### src/rtl/br_fifo_shared_pstatic_pop_merge_pkg.sv
// Shared types and helpers for the shared pseudo-static multi-FIFO pop merge.
package br_fifo_shared_pstatic_pop_merge_pkg;

  typedef enum logic [1:0] {
    Empty = 2'd0,
    One   = 2'd1,
    Two   = 2'd2
  } state_t;

  function automatic int clamped_clog2(input int n);
    return (n <= 1) ? 1 : $clog2(n);
  endfunction

endpackage

### src/rtl/br_fifo_shared_pstatic_pop_merge_rr_arb.sv
// Round-robin arbiter across per-FIFO pop requests; owns the last_grant pointer.
module br_fifo_shared_pstatic_pop_merge_rr_arb
  import br_fifo_shared_pstatic_pop_merge_pkg::*;
#(
  parameter int NumFifos = 2,
  parameter int IdWidth  = 1
) (
  input  logic                clk,
  input  logic                rst,
  input  logic [NumFifos-1:0] req,
  input  logic                en,
  output logic [NumFifos-1:0] grant,
  output logic [IdWidth-1:0]  grant_idx
);

  logic [IdWidth-1:0] last_grant;
  logic [IdWidth-1:0] idx;
  logic               found;

  // Search starts one past the last winner so the previous winner has lowest priority.
  always_comb begin
    grant     = '0;
    grant_idx = '0;
    idx       = '0;
    found     = 1'b0;
    for (int k = 1; k <= NumFifos; k++) begin
      idx = IdWidth'((int'(last_grant) + k) % NumFifos);
      if (!found && req[idx]) begin
        grant[idx] = 1'b1;
        grant_idx  = idx;
        found      = 1'b1;
      end
    end
  end

  always_ff @(posedge clk or posedge rst) begin
    if (rst) begin
      last_grant <= IdWidth'(NumFifos - 1);
    end else if (en && found) begin
      last_grant <= grant_idx;
    end
  end

endmodule

### src/rtl/br_fifo_shared_pstatic_pop_merge.sv
// Merges per-FIFO pop interfaces into one ID-tagged stream through a 2-entry output stage.
// Optional saturating per-FIFO grant counters: BR_FIFO_SHARED_PSTATIC_POP_MERGE_STATS_EN.
module br_fifo_shared_pstatic_pop_merge
  import br_fifo_shared_pstatic_pop_merge_pkg::*;
#(
  parameter int  NumFifos    = 2,
  parameter int  Width       = 1,
  parameter int  CountWidth  = 16,
  localparam int FifoIdWidth = clamped_clog2(NumFifos)
) (
  input  logic                           clk,
  input  logic                           rst,
  input  logic [NumFifos-1:0]            in_valid,
  output logic [NumFifos-1:0]            in_ready,
  input  logic [NumFifos*Width-1:0]      in_data,
  output logic                           out_valid,
  input  logic                           out_ready,
  output logic [Width-1:0]               out_data,
  output logic [FifoIdWidth-1:0]         out_fifo_id,
  output logic [NumFifos*CountWidth-1:0] grant_count
);

  state_t                 state, state_nxt;
  logic                   skid_valid;
  logic                   can_accept;
  logic                   accept;
  logic                   pop;
  logic                   load_main;
  logic                   load_skid;
  logic                   skid_to_main;
  logic [NumFifos-1:0]    grant;
  logic [FifoIdWidth-1:0] grant_idx;
  logic [Width-1:0]       sel_data;
  logic [Width-1:0]       main_data;
  logic [Width-1:0]       skid_data;
  logic [FifoIdWidth-1:0] main_id;
  logic [FifoIdWidth-1:0] skid_id;

  br_fifo_shared_pstatic_pop_merge_rr_arb #(
    .NumFifos(NumFifos),
    .IdWidth (FifoIdWidth)
  ) u_arb (
    .clk      (clk),
    .rst      (rst),
    .req      (in_valid),
    .en       (can_accept),
    .grant    (grant),
    .grant_idx(grant_idx)
  );

  assign skid_valid = (state == Two);
  assign can_accept = !skid_valid;
  assign in_ready   = grant & {NumFifos{can_accept & !rst}};
  assign accept     = |in_ready;
  assign out_valid  = (state != Empty);
  assign pop        = out_valid & out_ready;
  assign out_data   = main_data;
  assign out_fifo_id = main_id;

  always_comb begin
    sel_data = '0;
    for (int i = 0; i < NumFifos; i++) begin
      if (grant[i]) sel_data = in_data[i*Width +: Width];
    end
  end

  always_ff @(posedge clk or posedge rst) begin
    if (rst) state <= Empty;
    else     state <= state_nxt;
  end

  always_comb begin
    state_nxt    = state;
    load_main    = 1'b0;
    load_skid    = 1'b0;
    skid_to_main = 1'b0;
    case (state)
      Empty: begin
        if (accept) begin
          load_main = 1'b1;
          state_nxt = One;
        end
      end
      One: begin
        if (pop) begin
          if (accept) load_main = 1'b1;
          else        state_nxt = Empty;
        end else if (accept) begin
          load_skid = 1'b1;
          state_nxt = Two;
        end
      end
      Two: begin
        if (pop) begin
          skid_to_main = 1'b1;
          state_nxt    = One;
        end
      end
      default: state_nxt = Empty;
    endcase
  end

  always_ff @(posedge clk or posedge rst) begin
    if (rst) begin
      main_data <= '0;
      main_id   <= '0;
      skid_data <= '0;
      skid_id   <= '0;
    end else begin
      if (load_main) begin
        main_data <= sel_data;
        main_id   <= grant_idx;
      end else if (skid_to_main) begin
        main_data <= skid_data;
        main_id   <= skid_id;
      end
      if (load_skid) begin
        skid_data <= sel_data;
        skid_id   <= grant_idx;
      end
    end
  end

`ifdef BR_FIFO_SHARED_PSTATIC_POP_MERGE_STATS_EN
  for (genvar i = 0; i < NumFifos; i++) begin : g_cnt
    logic [CountWidth-1:0] cnt;
    always_ff @(posedge clk or posedge rst) begin
      if (rst) begin
        cnt <= '0;
      end else if (in_ready[i] && !(&cnt)) begin
        cnt <= cnt + CountWidth'(1);
      end
    end
    assign grant_count[i*CountWidth +: CountWidth] = cnt;
  end
`else
  assign grant_count = '0;
`endif

endmodule
### config.mk
export PLATFORM = sky130hd
export DESIGN_NAME = br_fifo_shared_pstatic_pop_merge
export DESIGN_NICKNAME = d
export VERILOG_FILES = /design/src/rtl/br_fifo_shared_pstatic_pop_merge_pkg.sv /design/src/rtl/br_fifo_shared_pstatic_pop_merge_rr_arb.sv /design/src/rtl/br_fifo_shared_pstatic_pop_merge.sv
export SDC_FILE = /design/constraint.sdc
export NUM_CORES = 1
export LEC_CHECK = 0
export ABC_AREA = 1
export ABC_CLOCK_PERIOD_IN_PS = 1100
export CAP_MARGIN = 20
export CORE_MARGIN = 1
export CORE_UTILIZATION = 32
export DETAILED_ROUTE_END_ITERATION = 8
export HOLD_SLACK_MARGIN = 0.05
export PLACE_DENSITY = 0.78
export SYNTH_ARGS = -nofsm -noshare
export SYNTH_HDL_FRONTEND = slang
export SYNTH_SLANG_ARGS = --single-unit
### constraint.sdc
create_clock -name clk -period 1.1 [get_ports clk]
set_input_delay 0.22 -clock clk [delete_from_list [all_inputs] [get_ports clk]]
set_output_delay 0.22 -clock clk [all_outputs]
set_load 0.01 [all_outputs]
==> Yosys cells after proc, flatten, opt, wreduce, memory -nomap -nowiden <==
Index checks and enable logic that the tools add are counted.
{ "totals": {"mem_bits_rw": 0, "latchBits": 0, "word_cells": 67, "inputBits": 7, "romBits": 0, "memories": 0, "regBits": 7, "output_inout_bits": 37} }
{ "classes": {"bitwise_logic": 4, "order_cmp": 4, "n_shift": 0, "multipliers": 0, "n_reduce_logical": 12, "n_addsub": 2, "eq_ne": 6, "div_mod_pow": 0, "mux": 33} }
{ "op_table": {"columns": ["cell", "n"], "rows": [
  ["2-to-1 mux 1 bit", 22],
  ["2-to-1 mux 2 bit", 7],
  ["!= test 3 bit, second input constant", 2],
  ["one-hot mux 2 bit (3 select lines)", 1],
  ["logical AND 1 bit", 4],
  ["< comparator 1 x 2 -> 1 bit, second input constant", 2],
  ["AND reduction 4 bit", 1],
  ["nonzero test 2 bit", 2],
  ["logical NOT 1 bit", 3],
  ["adder 1 bit, second input constant", 2],
  ["AND 1 bit", 2],
  ["AND 2 bit", 1],
  ["demux 1 bit (select 1 bit)", 2],
  ["== test 2 x 1 -> 1 bit, second input constant", 1],
  ["== test 2 bit, second input constant", 1],
  ["greater-or-equal comparator 1 bit, second input constant", 2],
  ["logical NOT 2 bit", 1],
  ["!= test 2 x 1 -> 1 bit, second input constant", 1],
  ["!= test 2 bit, second input constant", 1],
  ["bitwise OR 2 bit", 1],
  ["one-hot mux 1 bit (2 select lines)", 1],
  ["OR reduction 2 bit", 1]
]} }

==> Depth between registers and ports, before layout <==
{ "depth": {"depth_word": 14, "ltp_mapped": 9, "ltp_nobuf": 9} }

==> By module <==
From an unflattened synthesis, not the netlist that was laid out.
{ "unflattened": {"hier_cells": 88, "hier_area_um2": 660.6} }
{ "by_module_without_submodules": {"columns": ["module", "n_inst", "area_per_inst_um2", "cells_per_inst", "seq_area_each_um2"], "rows": [
  ["br_fifo_shared_pstatic_pop_merge", 1, 588.1, 78, 150.1],
  ["br_fifo_shared_pstatic_pop_merge_rr_arb", 1, 72.6, 10, 26.3]
]} }

==> Worst setup path before layout <==
OpenSTA, ideal clock, no wires.
{ "synth_path": {"path_type": "register to register", "start": "register u_arb.last_grant", "end": "register skid_id", "slack_ps": -83, "path_stages_with_launch": 8, "arrival_ps": 1065, "required_time_ps": 982, "path_buffers": 0, "path_cell_list": "dfstp_2 -> inv_1 -> a21oi_1 -> nand2_2 -> nand2_4 -> nand2_4 -> nand2_1 -> o21ai_2"} }
{ "synth_between": {"elab_chain_cells": 13, "elab_cells_between_ends": 29, "cone_classes": "add/sub: 2; order compare: 4; mux: 16; bitwise: 2; reduce/logical: 5"} }
{ "synth_rtl": {"columns": ["element", "line", "text"], "rows": [
  ["start, declared", "br_fifo_shared_pstatic_pop_merge_rr_arb.sv:16", "logic [IdWidth-1:0] last_grant;"],
  ["start signal, assigned", "br_fifo_shared_pstatic_pop_merge_rr_arb.sv:38", "last_grant <= IdWidth'(NumFifos - 1);"],
  ["start signal, assigned", "br_fifo_shared_pstatic_pop_merge_rr_arb.sv:40", "last_grant <= grant_idx;"],
  ["adder 1 bit", "br_fifo_shared_pstatic_pop_merge_rr_arb.sv:27", "idx = IdWidth'((int'(last_grant) + k) % NumFifos);"],
  ["< comparator 1 x 2 -> 1 bit (not written as such) / greater-or-equal comparator 1 bit (equally long branches)", "br_fifo_shared_pstatic_pop_merge_rr_arb.sv:29", "grant[idx] = 1'b1;"],
  ["logical AND 1 bit (not written as such)", "br_fifo_shared_pstatic_pop_merge_rr_arb.sv:29", null],
  ["2-to-1 mux 1 bit (not written as such)", "br_fifo_shared_pstatic_pop_merge_rr_arb.sv:29", null],
  ["demux 1 bit (select 1 bit)", null, null],
  ["2-to-1 mux 2 bit", "br_fifo_shared_pstatic_pop_merge_rr_arb.sv:28", "if (!found && req[idx]) begin"],
  ["bitwise OR 2 bit (no source line)", null, null],
  ["2-to-1 mux 2 bit", "br_fifo_shared_pstatic_pop_merge_rr_arb.sv:28", null],
  ["AND 2 bit", "br_fifo_shared_pstatic_pop_merge.sv:53", "assign in_ready = grant & {NumFifos{can_accept & !rst}};"],
  ["OR reduction 2 bit", "br_fifo_shared_pstatic_pop_merge.sv:54", "assign accept = |in_ready;"],
  ["2-to-1 mux 1 bit", "br_fifo_shared_pstatic_pop_merge.sv:88", "end else if (accept) begin"],
  ["2-to-1 mux 1 bit", "br_fifo_shared_pstatic_pop_merge.sv:85", "if (pop) begin"],
  ["2-to-1 mux 1 bit", "br_fifo_shared_pstatic_pop_merge.sv:77", "case (state)"],
  ["end signal, assigned", "br_fifo_shared_pstatic_pop_merge.sv:119", "skid_id <= grant_idx;"],
  ["end, declared", "br_fifo_shared_pstatic_pop_merge.sv:37", "logic [FifoIdWidth-1:0] skid_id;"]
]} }
Parallel ways exist; a longest one is shown, timed or not. The select of a mux whose other input is x is not followed.
A chain may end at the register's enable or synchronous reset.

==> Final worst setup path <==
{ "layout_path": {"start": "register u_arb.last_grant", "end": "output in_ready[1]"} }
{ "layout_between": {"elab_chain_cells": 9, "elab_cells_between_ends": 23, "cone_classes": "add/sub: 2; order compare: 4; mux: 11; bitwise: 2; reduce/logical: 4"} }
{ "layout_rtl": {"columns": ["element", "line", "text"], "rows": [
  ["adder 1 bit", "br_fifo_shared_pstatic_pop_merge_rr_arb.sv:27", null],
  ["< comparator 1 x 2 -> 1 bit (not written as such) / greater-or-equal comparator 1 bit (equally long branches)", "br_fifo_shared_pstatic_pop_merge_rr_arb.sv:29", null],
  ["logical AND 1 bit (not written as such)", "br_fifo_shared_pstatic_pop_merge_rr_arb.sv:29", null],
  ["2-to-1 mux 1 bit (not written as such)", "br_fifo_shared_pstatic_pop_merge_rr_arb.sv:29", null],
  ["demux 1 bit (select 1 bit)", null, null],
  ["2-to-1 mux 2 bit", "br_fifo_shared_pstatic_pop_merge_rr_arb.sv:28", null],
  ["bitwise OR 2 bit (no source line)", null, null],
  ["2-to-1 mux 2 bit *", "br_fifo_shared_pstatic_pop_merge_rr_arb.sv:28", null],
  ["AND 2 bit *", "br_fifo_shared_pstatic_pop_merge.sv:53", null],
  ["end, declared", "br_fifo_shared_pstatic_pop_merge.sv:14", "output logic [NumFifos-1:0] in_ready,"]
]} }
Mark *: on every way between the ends. The rest lies on a longest branch, timed or not. The select of a mux whose other input is x is not followed.

==> impl_metrics.prom <==
# TYPE chip_impl_metric gauge
chip_impl_info{name="run_status",value="finished, violations left"} 1
chip_impl_info{name="failed_checks",value="negative setup slack"} 1
chip_impl_metric{name="hold_violations",unit=""} 0
chip_impl_metric{name="cellLeakagePower",unit="nW"} 0.511
chip_impl_metric{name="antenna_violating_nets_left",unit=""} 0
chip_impl_metric{name="drt_first_pass_iters",unit=""} 4
chip_impl_metric{name="synth.yosys.seq_area_share",unit=""} 0.254
chip_impl_info{name="worst_path_dominant_cell_family",value="flip-flops"} 1
chip_impl_metric{name="clock_path_buffers",unit=""} 2
chip_impl_metric{name="n_fill_cell",unit=""} 200
chip_impl_metric{name="wl_per_cell",unit="microns"} 9.23
chip_impl_metric{name="synth_seq_cells",unit=""} 7
chip_impl_metric{name="post-layout-total-power",unit="mW"} 1.67
chip_impl_metric{name="synth-warning-count",unit=""} 0
chip_impl_metric{name="place.port_buffers",unit=""} 11
chip_impl_metric{name="required",unit="ns"} 0.88
chip_impl_metric{name="fin_tns_setup",unit="ns"} -2.03
chip_impl_metric{name="routed_wl",unit="mm"} 1.39
chip_impl_metric{name="placedInstanceArea",unit="sq um"} 818
chip_impl_metric{name="fin_util",unit=""} 0.474
chip_impl_metric{name="finish.instance_area",unit="sq um"} 948
chip_impl_metric{name="drv.max_cap_violation_count",unit=""} 0
chip_impl_metric{name="floorplan.core_area",unit="sq um"} 2000
chip_impl_info{name="crit_path_cell_trace",value="inv_2, nand2_2, nand2_2, nand2_2, inv_2, buf_6"} 1
chip_impl_metric{name="crit_buf_inv",unit=""} 3
chip_impl_metric{name="area_growth_syn_to_layout",unit="%"} 36.6
chip_impl_metric{name="fin_ws",unit="ns"} -0.299
chip_impl_metric{name="place.gp.congestion",unit=""} 0.822
chip_impl_metric{name="post_synth_instance_area",unit="sq um"} 694
chip_impl_metric{name="number_of_antenna_violations_at_the_first_check_in_global_routing",unit=""} 0
chip_impl_metric{name="grt_start_max_net_pins",unit=""} 8
chip_impl_info{name="cp_slowest_cell",value="dfstp_2"} 1
chip_impl_metric{name="clkSinkCount",unit=""} 7
chip_impl_metric{name="io_pins",unit=""} 44
chip_impl_metric{name="crit_path_max_incr_delay",unit="ns"} 0.53
chip_impl_metric{name="globalRoute.totalOverflow",unit=""} 0
chip_impl_info{name="timing.critical_path.to_type",value="output pin"} 1
chip_impl_metric{name="cts.clk_slew.worst_paths",unit="ns"} 0.05
chip_impl_metric{name="hpwlAfterDp",unit="mm"} 1.04
chip_impl_info{name="synth_top_cells_by_count",value="buf_4, nand2_1, inv_1, nand3_1, dfrtp_1"} 1
chip_impl_info{name="path_common_cell",value="nand2_2"} 1
chip_impl_info{name="synth_top_area_cell",value="buf_4"} 1
chip_impl_metric{name="final.setup_skew",unit="ns"} 0.00207
chip_impl_metric{name="first_global_vias",unit=""} 539
chip_impl_metric{name="worstSkewPairLatency",unit="ns"} 0.25
chip_impl_metric{name="initial_core_util",unit=""} 0.347
chip_impl_info{name="setup_repair_after_global_routing_missed_its_margin",value="true"} 1
chip_impl_info{name="critPathLaunchType",value="register"} 1
chip_impl_metric{name="die_height",unit="microns"} 48.6
chip_impl_metric{name="power_per_cell_area",unit="nW/um^2"} 1760
chip_impl_metric{name="dieWidth",unit="microns"} 48.6
chip_impl_metric{name="finalMaxSlewViolations",unit=""} 0
chip_impl_metric{name="detailroute.via_count",unit=""} 593
chip_impl_metric{name="gate_count_of_the_mapped_netlist",unit=""} 93
chip_impl_metric{name="cp_data_arrival_time",unit="ns"} 1.18
chip_impl_metric{name="synth.distinct_cells",unit=""} 19
chip_impl_metric{name="grt_first_pass_wirelength",unit="mm"} 2.15
chip_impl_info{name="hold_class",value="input pin to async pin"} 1
chip_impl_metric{name="fp-row-count",unit=""} 16
chip_impl_metric{name="finalSetupViolations",unit=""} 9
chip_impl_metric{name="power.ir.vdd_worst",unit="mV"} 0.548
chip_impl_metric{name="fin_crit_sh",unit=""} 1.27
chip_impl_metric{name="maxClockFrequency",unit="MHz"} 715
chip_impl_metric{name="synthDominantCellAreaShare",unit=""} 0.346
chip_impl_metric{name="cts_inserted_buffers",unit=""} 3
chip_impl_info{name="synth.most_common_cell",value="buf_4"} 1
chip_impl_metric{name="design.final.nets",unit=""} 132
chip_impl_metric{name="drt_first_iter_violations",unit=""} 6
chip_impl_metric{name="h_tree_level_count",unit=""} 1
chip_impl_metric{name="ff2ff_setup_slack",unit="ns"} -0.26
chip_impl_info{name="classification_of_the_worst_setup_path",value="register to output pin"} 1
chip_impl_metric{name="async_flop_share",unit=""} 1.00
chip_impl_metric{name="remaining_drc_errors",unit=""} 0
chip_impl_metric{name="placed_cells_incl_taps",unit=""} 142
chip_impl_info{name="synth_flop_cell",value="dfrtp_1"} 1
chip_impl_metric{name="global_route_usage_sum",unit=""} 0.124
chip_impl_metric{name="peak_fanout_along_the_critical_path",unit=""} 2
chip_impl_metric{name="routed_vias_inst",unit=""} 3.93
chip_impl_metric{name="diodes",unit=""} 0
chip_impl_metric{name="design.die.area",unit="sq um"} 2360
chip_impl_metric{name="synth_edf_count",unit=""} 0
chip_impl_info{name="cts_root_buffer",value="clkbuf_4"} 1
chip_impl_metric{name="final-instance-count-excl-fill",unit=""} 151
chip_impl_info{name="cts_tree",value="built"} 1
chip_impl_metric{name="post_synth.cell_area_avg",unit="sq um"} 7.47
chip_impl_metric{name="finalCriticalPeriod",unit="ns"} 1.40
chip_impl_metric{name="drive_above_1_share",unit=""} 0.452
chip_impl_info{name="netlist_top_cells_area",value="buf_4, dfrtp_1, nand2_1"} 1
-- power by group --
part,internal (mW),switching [mW]
clock,0.138,0.0848
sequential,0.370,0.0720
combinational,0.471,0.535
total,0.979,0.691
-- layout by cell type, fill, tap and decap left out, types with 2 or more instances in the layout --
master / n
dfrtp_1: 6
conb_1: 32
o21ai_1: 2
inv_4: 2
nand2_8: 2
clkbuf_4: 3
nand3_1: 4
inv_2: 5
nand3_2: 4
nand2_2: 8
nand2_1: 10
o21ai_2: 2
clkbuf_2: 2
buf_6: 6
nand2_4: 2
buf_4: 14
nor2_2: 2
inv_1: 3
clkdlybuf4s50_1: 5
-- state kept, by name (all words and copies together) (netlist names) --
register,cells
state,2
out_data,1
out_fifo_id,1
skid_data,1
skid_id,1
u_arb.last_grant,1
-- kinds of logic (layout without fill, tap and decap cells) --
kind of cell / Yosys count / after routing / share of synthesized area
AO/OA/AOI/OAI: 9 / 9 / 0.0973
buffers and inverters: 42 / 42 / 0.400
flip-flops: 7 / 7 / 0.254
other: 1 / 32 / 0.00540
AND/OR/NAND/NOR: 34 / 34 / 0.243
-- worst reg2reg max path, stage by stage, from the launching register on --
cell     delay (ns)
dfstp_2        0.53
inv_2          0.05
nand2_2        0.07
nand2_2        0.06
nand2_2        0.07
buf_6          0.12
nand2_8        0.08
nand2_4        0.08
nand2_1        0.05
nand2_1        0.07
nand2_1        0.06
-- cell type report --
class / count / area [sq um] / share of cell area
repair buffers: 28 / 241 / 0.255
multi-input cells: 75 / 428 / 0.451
inverters: 10 / 42.5 / 0.0449
flip-flops and latches: 7 / 176 / 0.186
well taps: 27 / 33.8 / 0.0356
clock buffers: 4 / 26.3 / 0.0277
-- metrics by stage --
stage | worst slack (ns) | hold WS, ns
floorplan | -0.0610 | 0.0227
global placement | -0.657 | 0.477
detailed placement | -0.684 | 0.486
CTS | -0.333 | 0.280
global route | -0.354 | 0.315
finish | -0.299 | 0.284
-- final timing paths --
path | startpoint | end | cells after the start
setup / recovery | u_arb.last_grant | in_ready[1] | 6
min in group clk | u_arb.last_grant | u_arb.last_grant | 2
hold / removal | rst | state[0] | 2
max in group asynchronous | rst | u_arb.last_grant | 2
setup reg to reg | u_arb.last_grant | out_data | 10
hold reg to reg | u_arb.last_grant | u_arb.last_grant | 2
-- per-layer routing --
metal	vias to the layer above	track usage	routed length [microns]
met5	-	0	0
met4	0	0.123	25
met3	4	0.0252	70
met2	28	0.228	817
met1	275	0.110	480
li1	286	-	-
-- repair_timing --
action / 4_1_cts / 5_1_grt
hold buffers: 0 / 0
setup endpoints to repair: 12 / 12
resized for setup: 32 / 15
setup buffers: 4 / 2
pin swaps: 5 / 3
endpoints found under the hold margin: 0 / 0
Note: power is estimated with default switching activity, not from simulation.
